## config.mk

```make
export PLATFORM = sky130hd
export DESIGN_NAME = count_display
export DESIGN_NICKNAME = d
export VERILOG_FILES = /design/src/rtl/count_display_pkg.sv /design/src/rtl/bin2bcd_seq.sv /design/src/rtl/count_display.sv
export SDC_FILE = /design/constraint.sdc
export NUM_CORES = 1
export LEC_CHECK = 0
export BUFFER_PORTS_ARGS = -buffer_cell sky130_fd_sc_hd__buf_2
export CORE_MARGIN = 2
export CORE_UTILIZATION = 53
export CTS_CLUSTER_SIZE = 8
export DETAILED_ROUTE_END_ITERATION = 10
export GPL_ROUTABILITY_DRIVEN = 1
export HOLD_SLACK_MARGIN = 0.05
export PLACE_DENSITY = 0.74
export SETUP_SLACK_MARGIN = 0.15
export SLEW_MARGIN = 15
export SYNTH_ARGS = -nofsm -noshare
export SYNTH_HDL_FRONTEND = slang
export SYNTH_SLANG_ARGS = --single-unit
```

## constraint.sdc

```tcl
create_clock -name clk -period 2.15 [get_ports clk]
set_input_delay 0.1075 -clock clk [delete_from_list [all_inputs] [get_ports clk]]
set_output_delay 0.1075 -clock clk [all_outputs]
set_load 0.05 [all_outputs]
```

## src/rtl/count_display_pkg.sv

```systemverilog
// Shared types and constants for count_display: FSM state enum, BCD widths,
// 7-segment patterns (active-high, bit0=a .. bit6=g) and the nibble encoder.
package count_display_pkg;

  typedef enum logic [1:0] {
    IDLE  = 2'd0,
    SHIFT = 2'd1,
    DONE  = 2'd2
  } state_t;

  localparam int DIGITS = 3;
  localparam int BCD_W  = 12;

  localparam logic [6:0] SEG_0     = 7'h3F;
  localparam logic [6:0] SEG_1     = 7'h06;
  localparam logic [6:0] SEG_2     = 7'h5B;
  localparam logic [6:0] SEG_3     = 7'h4F;
  localparam logic [6:0] SEG_4     = 7'h66;
  localparam logic [6:0] SEG_5     = 7'h6D;
  localparam logic [6:0] SEG_6     = 7'h7D;
  localparam logic [6:0] SEG_7     = 7'h07;
  localparam logic [6:0] SEG_8     = 7'h7F;
  localparam logic [6:0] SEG_9     = 7'h6F;
  localparam logic [6:0] SEG_BLANK = 7'h00;

  function automatic logic [6:0] seg_encode(input logic [3:0] nib);
    logic [6:0] s;
    case (nib)
      4'd0:    s = SEG_0;
      4'd1:    s = SEG_1;
      4'd2:    s = SEG_2;
      4'd3:    s = SEG_3;
      4'd4:    s = SEG_4;
      4'd5:    s = SEG_5;
      4'd6:    s = SEG_6;
      4'd7:    s = SEG_7;
      4'd8:    s = SEG_8;
      4'd9:    s = SEG_9;
      default: s = SEG_BLANK;
    endcase
    return s;
  endfunction

endpackage

```

## src/rtl/bin2bcd_seq.sv

```systemverilog
// Sequential double-dabble converter: captures count_in whenever it differs
// from the last captured value and converts it one bit per clock.
//
// state | meaning
// IDLE  | compare count_in against last_val, capture on change
// SHIFT | 8 add-3/shift steps on {acc, bin}
// DONE  | publish accumulator to bcd_out
module bin2bcd_seq
  import count_display_pkg::*;
(
  input  logic             clk,
  input  logic             rst_n,
  input  logic [7:0]       count_in,
  output logic [BCD_W-1:0] bcd_out,
  output logic             busy
);

  state_t           state_q, state_d;
  logic [7:0]       last_q, last_d;
  logic [7:0]       bin_q, bin_d;
  logic [BCD_W-1:0] acc_q, acc_d;
  logic [BCD_W-1:0] bcd_q, bcd_d;
  logic [2:0]       cnt_q, cnt_d;
  logic [BCD_W-1:0] adj;
  logic [BCD_W+7:0] sh;

  always_ff @(posedge clk or negedge rst_n) begin
    if (!rst_n) begin
      state_q <= IDLE;
      last_q  <= '0;
      bin_q   <= '0;
      acc_q   <= '0;
      bcd_q   <= '0;
      cnt_q   <= '0;
    end else begin
      state_q <= state_d;
      last_q  <= last_d;
      bin_q   <= bin_d;
      acc_q   <= acc_d;
      bcd_q   <= bcd_d;
      cnt_q   <= cnt_d;
    end
  end

  always_comb begin
    state_d = state_q;
    last_d  = last_q;
    bin_d   = bin_q;
    acc_d   = acc_q;
    bcd_d   = bcd_q;
    cnt_d   = cnt_q;
    adj     = acc_q;
    sh      = '0;
    case (state_q)
      IDLE: begin
        if (count_in != last_q) begin
          bin_d   = count_in;
          acc_d   = '0;
          last_d  = count_in;
          cnt_d   = 3'd7;
          state_d = SHIFT;
        end
      end
      SHIFT: begin
        for (int i = 0; i < DIGITS; i++) begin
          if (acc_q[4*i +: 4] >= 4'd5) adj[4*i +: 4] = acc_q[4*i +: 4] + 4'd3;
        end
        sh    = {adj, bin_q} << 1;
        acc_d = sh[BCD_W+7:8];
        bin_d = sh[7:0];
        cnt_d = cnt_q - 3'd1;
        if (cnt_q == 3'd0) state_d = DONE;
      end
      DONE: begin
        bcd_d   = acc_q;
        state_d = IDLE;
      end
      default: state_d = IDLE;
    endcase
  end

  assign bcd_out = bcd_q;
  assign busy    = (state_q != IDLE);

endmodule

```

## src/rtl/count_display.sv

```systemverilog
// Binary-to-BCD conversion of count_in plus a time-multiplexed 3-digit
// 7-segment scan. Define COUNT_DISPLAY_LEADING_ZERO_BLANK_EN to blank leading zeros.
module count_display
  import count_display_pkg::*;
#(
  parameter int SCAN_DIV = 1000
) (
  input  logic             clk,
  input  logic             rst_n,
  input  logic [7:0]       count_in,
  output logic [BCD_W-1:0] bcd_out,
  output logic             busy,
  output logic [6:0]       seg,
  output logic [2:0]       dig_en
);

  localparam int SCAN_W = 16;

  logic [BCD_W-1:0]  disp;
  logic [SCAN_W-1:0] scan_q, scan_d;
  logic [1:0]        digit_q, digit_d;
  logic [6:0]        seg_q, seg_d;
  logic [2:0]        dig_en_q, dig_en_d;
  logic [3:0]        nib;
  logic              blank;

  bin2bcd_seq u_bin2bcd (
    .clk      (clk),
    .rst_n    (rst_n),
    .count_in (count_in),
    .bcd_out  (disp),
    .busy     (busy)
  );

  always_ff @(posedge clk or negedge rst_n) begin
    if (!rst_n) begin
      scan_q   <= '0;
      digit_q  <= '0;
      seg_q    <= '0;
      dig_en_q <= '0;
    end else begin
      scan_q   <= scan_d;
      digit_q  <= digit_d;
      seg_q    <= seg_d;
      dig_en_q <= dig_en_d;
    end
  end

  always_comb begin
    scan_d  = scan_q + SCAN_W'(1);
    digit_d = digit_q;
    if (scan_q == SCAN_W'(SCAN_DIV - 1)) begin
      scan_d  = '0;
      digit_d = (digit_q == 2'd2) ? 2'd0 : digit_q + 2'd1;
    end
  end

  // disp only changes in DONE, so the mux never sees a partial conversion
  always_comb begin
    blank = 1'b0;
    case (digit_q)
      2'd1:    nib = disp[7:4];
      2'd2:    nib = disp[11:8];
      default: nib = disp[3:0];
    endcase
`ifdef COUNT_DISPLAY_LEADING_ZERO_BLANK_EN
    if (digit_q == 2'd2) blank = (disp[11:8] == 4'd0);
    if (digit_q == 2'd1) blank = (disp[11:4] == 8'd0);
`endif
    seg_d    = blank ? SEG_BLANK : seg_encode(nib);
    dig_en_d = 3'b001 << digit_q;
  end

  assign bcd_out = disp;
  assign seg     = seg_q;
  assign dig_en  = dig_en_q;

endmodule

```

# Word level (Yosys, flattened, before mapping)
# Memory sizes are Yosys's and may differ from the RTL's. A register that Yosys moved wholly into a read port is not among the register bits.
# Cells that the tools add are included.
# word_totals
reg_bits,66
romBits,112
in_bits,10
output_inout_bits,23
elab_cells,51
mem_count,1
# mem_list
name,words,word_bits,read_ports,rd_ports_with_merged_regs,wr,line_no,rtl
(name not given),16,7,1,1,0,count_display_pkg.sv:28,case (nib)
# op_classes
n_addsub,6
n_lt_le_gt_ge,3
n_eq_ne,8
shift,1
mux,15
n_reduce_logical,8
# ops
cell,n
12-bit case mux with 2 select lines,1
"16-bit by 1-bit adder with 16-bit output, second input constant",1
"16-bit by 10-bit == test with 1-bit output, second input constant",1
16-bit 2-to-1 mux,1
8-bit case mux with 2 select lines,1
"4-bit by 3-bit >= comparator with 1-bit output, second input constant",3
12-bit 2-to-1 mux,1
"4-bit by 2-bit adder with 4-bit output, second input constant",2
4-bit 2-to-1 mux,2
8-bit 2-to-1 mux,1
8-bit inequality test,1
4-bit case mux with 2 select lines,1
2-bit 2-to-1 mux,3
3-bit 2-to-1 mux,2
3-bit case mux with 2 select lines,1
2-bit AND reduction,3
"2-bit by 1-bit == test with 1-bit output, second input constant",2
"2-bit == test, second input constant",2
"2-bit by 1-bit inequality test with 1-bit output, second input constant",2
2-bit case mux with 2 select lines,1
2-bit nonzero test,2
"3-bit by 2-bit adder with 3-bit output, second input constant",1
3-bit logical NOT,1
"1-bit by 2-bit left shift with 3-bit output, first input constant",1
4 further kinds,4

# Depth between registers and ports, before layout
# logic_depth
depth_word,3
mapped_depth,9

# Modules after synthesis
# From an unflattened synthesis, not the netlist that was laid out.
# unflattened
hier_cells,310
hier_area_um2,3519.6
# by_module_without_submodules
module,instances,cells_per_inst,area_each_um2
bin2bcd_seq,1,180,2099.5
count_display,1,130,1420.1

# Least setup slack after synthesis
# No wires, ideal clock.
# synth_timing
kind,reg2reg
from,reg digit_q[0]
to,"reg seg_q[3], in the netlist seg[3]"
setup_time_ps,136
arrival_time_ps,2038
required_ps,2014
path_slack_ps,-24
stages_incl_launch_ff,9
n_path_buf,1
period_less_slack_ps,2174
path_cell_list,dfrtp_1 inv_1 ha_1 clkbuf_1 mux2i_1 inv_1 ha_1 nand3_1 o21ai_0
# synth_between
elab_chain_len,2
# synth_lines
item,line_no,rtl
start: declaration,count_display.sv:21,"logic [1:0] digit_q, digit_d;"
start signal: assignment,count_display.sv:43,digit_q <= digit_d;
2-bit == test or 2-bit by 1-bit == test with 1-bit output (tied branches),count_display.sv:61,case (digit_q)
4-bit case mux with 2 select lines (*),count_display.sv:61,
end: declaration,count_display.sv:22,"logic [6:0] seg_q, seg_d;"
# Every way passes the cells marked *; elsewhere a longest branch is shown, timed or not.
# A chain may end at the register's enable or synchronous reset.

# Final worst setup path
# Ends and elaborated chain as after synthesis.

==> results.txt <==
Fin area: 4128 um^2
Switching power: 2.228 mW
RSZ-0062 raised after global routing: no
CTS sink cnt: 73
Synthesis-to-layout area growth: 17.32%
# H-tree levels: 3
Clk slew on worst S/H paths: 0.07 ns
Routed via count: 2364
FFs w/ async S/R, synth: 100.0%
Top post-synthesis cells by count: 73 x dfrtp_1, 23 x mux2_2, 20 x nand2_1, 19 x ha_1
Fmax: 531.9 MHz
Clock root buffer: clkbuf_8
Worst R2R End: seg[3]
Fin nets: 384
Pleak: 1.912 nW
Routed WL: 6299 um
Die Width: 85.48 um
Peak supply drop: 1109 uV
Cell taking the most area after synthesis: dfrtp_1
Critical Path Source: digit_q[0]
Clock Power Share: 18.8%
Hold Crit Class: primary input to async pin
Period utilisation layout: 87.45%
CTS tree: yes
Synth top area share: 51.92%
Starting Density: 55.09%
Post-Syn Instances: 304
Diode count: 0
Tmin final: 1.880 ns
Die height: 85.48 um
Fin Setup TNS: 0 ns
Final Max Tran Viols: 0
Flops & latches, synth: 73
Standard-cell rows: 29
DRC Markers: 0
Ports: 33
Skew-Pair Late Insertion Delay: 0.35 ns
PD cells: 1349 nW/um^2
Final Hold Viols: 0
Sequential fraction of the synthesis area: 51.92%
Core Area: 6386 um^2
Status: finished, final reports clean
Logic pwr share: 42.9%
Average via count per standard cell: 5.410
Post-synthesis cell area: 3518 um^2
GRT Util Overall: 19.15%
Placed cells: 412
Area contributors post-synth: dfrtp_1 52%, mux2_2 7.4%, ha_1 6.8%
Vias in the first global route: 2371
Required time of the critical path: 2.37 ns
First-pass GRT wire length: 10960 um
DR WL/cell: 14.41 um
Hold slack: 0.2962 ns
Pre-Repair DR Iteration Count: 4
Final setup fails: 0
Port bufs: 32
Sequential power share: 38.3%
Mapped Nets: 333
Top-count cell post-synth: dfrtp_1
Post-route non-filler standard cell count: 437
Ys Warns: 0
CTS Buf Count: 9
Initial DRC Count: 110
Critical Path Fanout Max: 6
R2r startpoint: digit_q[0]
Post-synth EDFFs: 0
Worst EP arrival: 2.10 ns
Largest net degree at the start of global routing: 74
Crit path capture type: register
Worst setup path category: register to register
Syn_area_per_cell: 11.57 um^2
Final Skew: 0.008998 ns
Critical Path Sink: seg[3]
Final design utilization: 64.64%
Initial antenna violation count: 0
Antenna-violating nets left: 0
DP HPWL: 4437 um
Reg2Reg Depth: 8
Yosys cell types: 39
Share of cells above drive strength 1: 25.56%
Crit path launch type: register
Final GP Congestion: 0.7616
Worst-Margin Slew: 0.7119 ns
Maximum clock insertion buffer count: 2
DIE AREA: 7306 um^2
Max transition margin: 52.54%
Top FF cell, synth: dfrtp_1
Maxcap violations: 0
FF-to-FF setup slack: 0.27 ns
Grt ovf: 0
Placed instance area: 3825 um^2
Sw Ratio: 40.00%
Pint: 3.342 mW
==> worst max-delay path, cell delays in order, from the launching register on <==
cell and delay (ns):
dfrtp_1 0.39, inv_1 0.12, ha_2 0.24, a22o_1 0.22, mux2i_4 0.22, inv_2 0.09
ha_1 0.30, nand3_1 0.08, o21ai_0 0.09
==> cell type report <==
cell class / instances / area, um^2
clock buffer: 10 / 137.6
clock inverter: 6 / 57.56
fill: 497 / 2258
inverter: 17 / 63.81
multi-input combinational: 203 / 1608
sequential: 73 / 1827
tap: 77 / 96.34
timing repair buffer: 51 / 337.8
==> cell families after synthesis <==
group	synth area share [%]
and+or+nand+nor	12.02
buffers and inverters	3.343
muxes	9.068
adders and majority gates	6.757
xor gates and xnor gates	6.721
AOI/OAI and AO/OA	10.17
DFF	51.92
==> power by group through the flow <==
stage	Combinational (mW)	Sequential [mW]	Clock, mW
after floorplan	1.37	2.60	0
after global placement	2.32	2.15	0
after detailed placement	2.40	2.16	0
after CTS	2.41	2.14	1.08
after global routing	2.65	2.19	1.13
final	2.39	2.13	1.05
==> stage by stage <==
step                setup WS (ns)  power, mW
floorplan                  0.2449      3.978
global placement           0.2183      4.467
detailed placement         0.1136      4.558
CTS                        0.1780      5.631
global route               0.1552      5.970
finish                     0.2698      5.570
==> layout by cell type (no fill, tap or decap), types with 5 or more instances in the layout <==
| cell type | Yosys | final |
|---|---|---|
| a21oi_1 | 6 | 6 |
| xor2_1 | 10 | 10 |
| o21ai_0 | 7 | 7 |
| dfrtp_1 | 73 | 73 |
| nand2_1 | 20 | 20 |
| clkbuf_8 | 0 | 10 |
| buf_4 | 0 | 9 |
| a221o_1 | 7 | 7 |
| and2_1 | 9 | 9 |
| dlygate4sd3_1 | 0 | 9 |
| o22ai_1 | 10 | 10 |
| buf_2 | 4 | 32 |
| nand3_1 | 5 | 5 |
| and3_1 | 6 | 6 |
| nand4_1 | 6 | 6 |
| mux2_2 | 23 | 23 |
| xnor2_1 | 17 | 17 |
| nor2_1 | 16 | 16 |
| ha_1 | 19 | 16 |
| inv_1 | 17 | 16 |
==> flip-flops by register name (all words and copies together) (netlist names) <==
name,cells
u_bin2bcd.bin_q,8
seg,7
u_bin2bcd.state_q,2
u_bin2bcd.bcd_out,12
dig_en,3
u_bin2bcd.cnt_q,3
u_bin2bcd.acc_q,12
digit_q,2
scan_q,16
u_bin2bcd.last_q,8
==> routing by layer <==
metal | up-vias | GRT usage [%] | routed length [um]
met5 | - | 0 | 0
met4 | 0 | 7.792 | 102
met3 | 11 | 5.447 | 243
met2 | 44 | 30.40 | 3017
met1 | 1137 | 24.82 | 2935
li1 | 1172 | - | -
==> timing repair <==
action | CTS | global route
endpoints found under the hold margin | 88 | 0
pin swaps | 0 | 0
gates resized for setup | 1 | 4
endpoints found under the setup margin | 2 | 5
buffers inserted | 0 | 0
hold buffers | 9 | 0
==> how the worst min path moves through the flow <==
stage,startpoint,endpoint
final,rst_n,seg[4]
after detailed placement,rst_n,seg[2]
after floorplan,rst_n,dig_en[0]
after global routing,rst_n,seg[6]
after global placement,rst_n,seg[6]
after CTS,rst_n,seg[2]
Note: power is estimated with default switching activity, not from simulation.
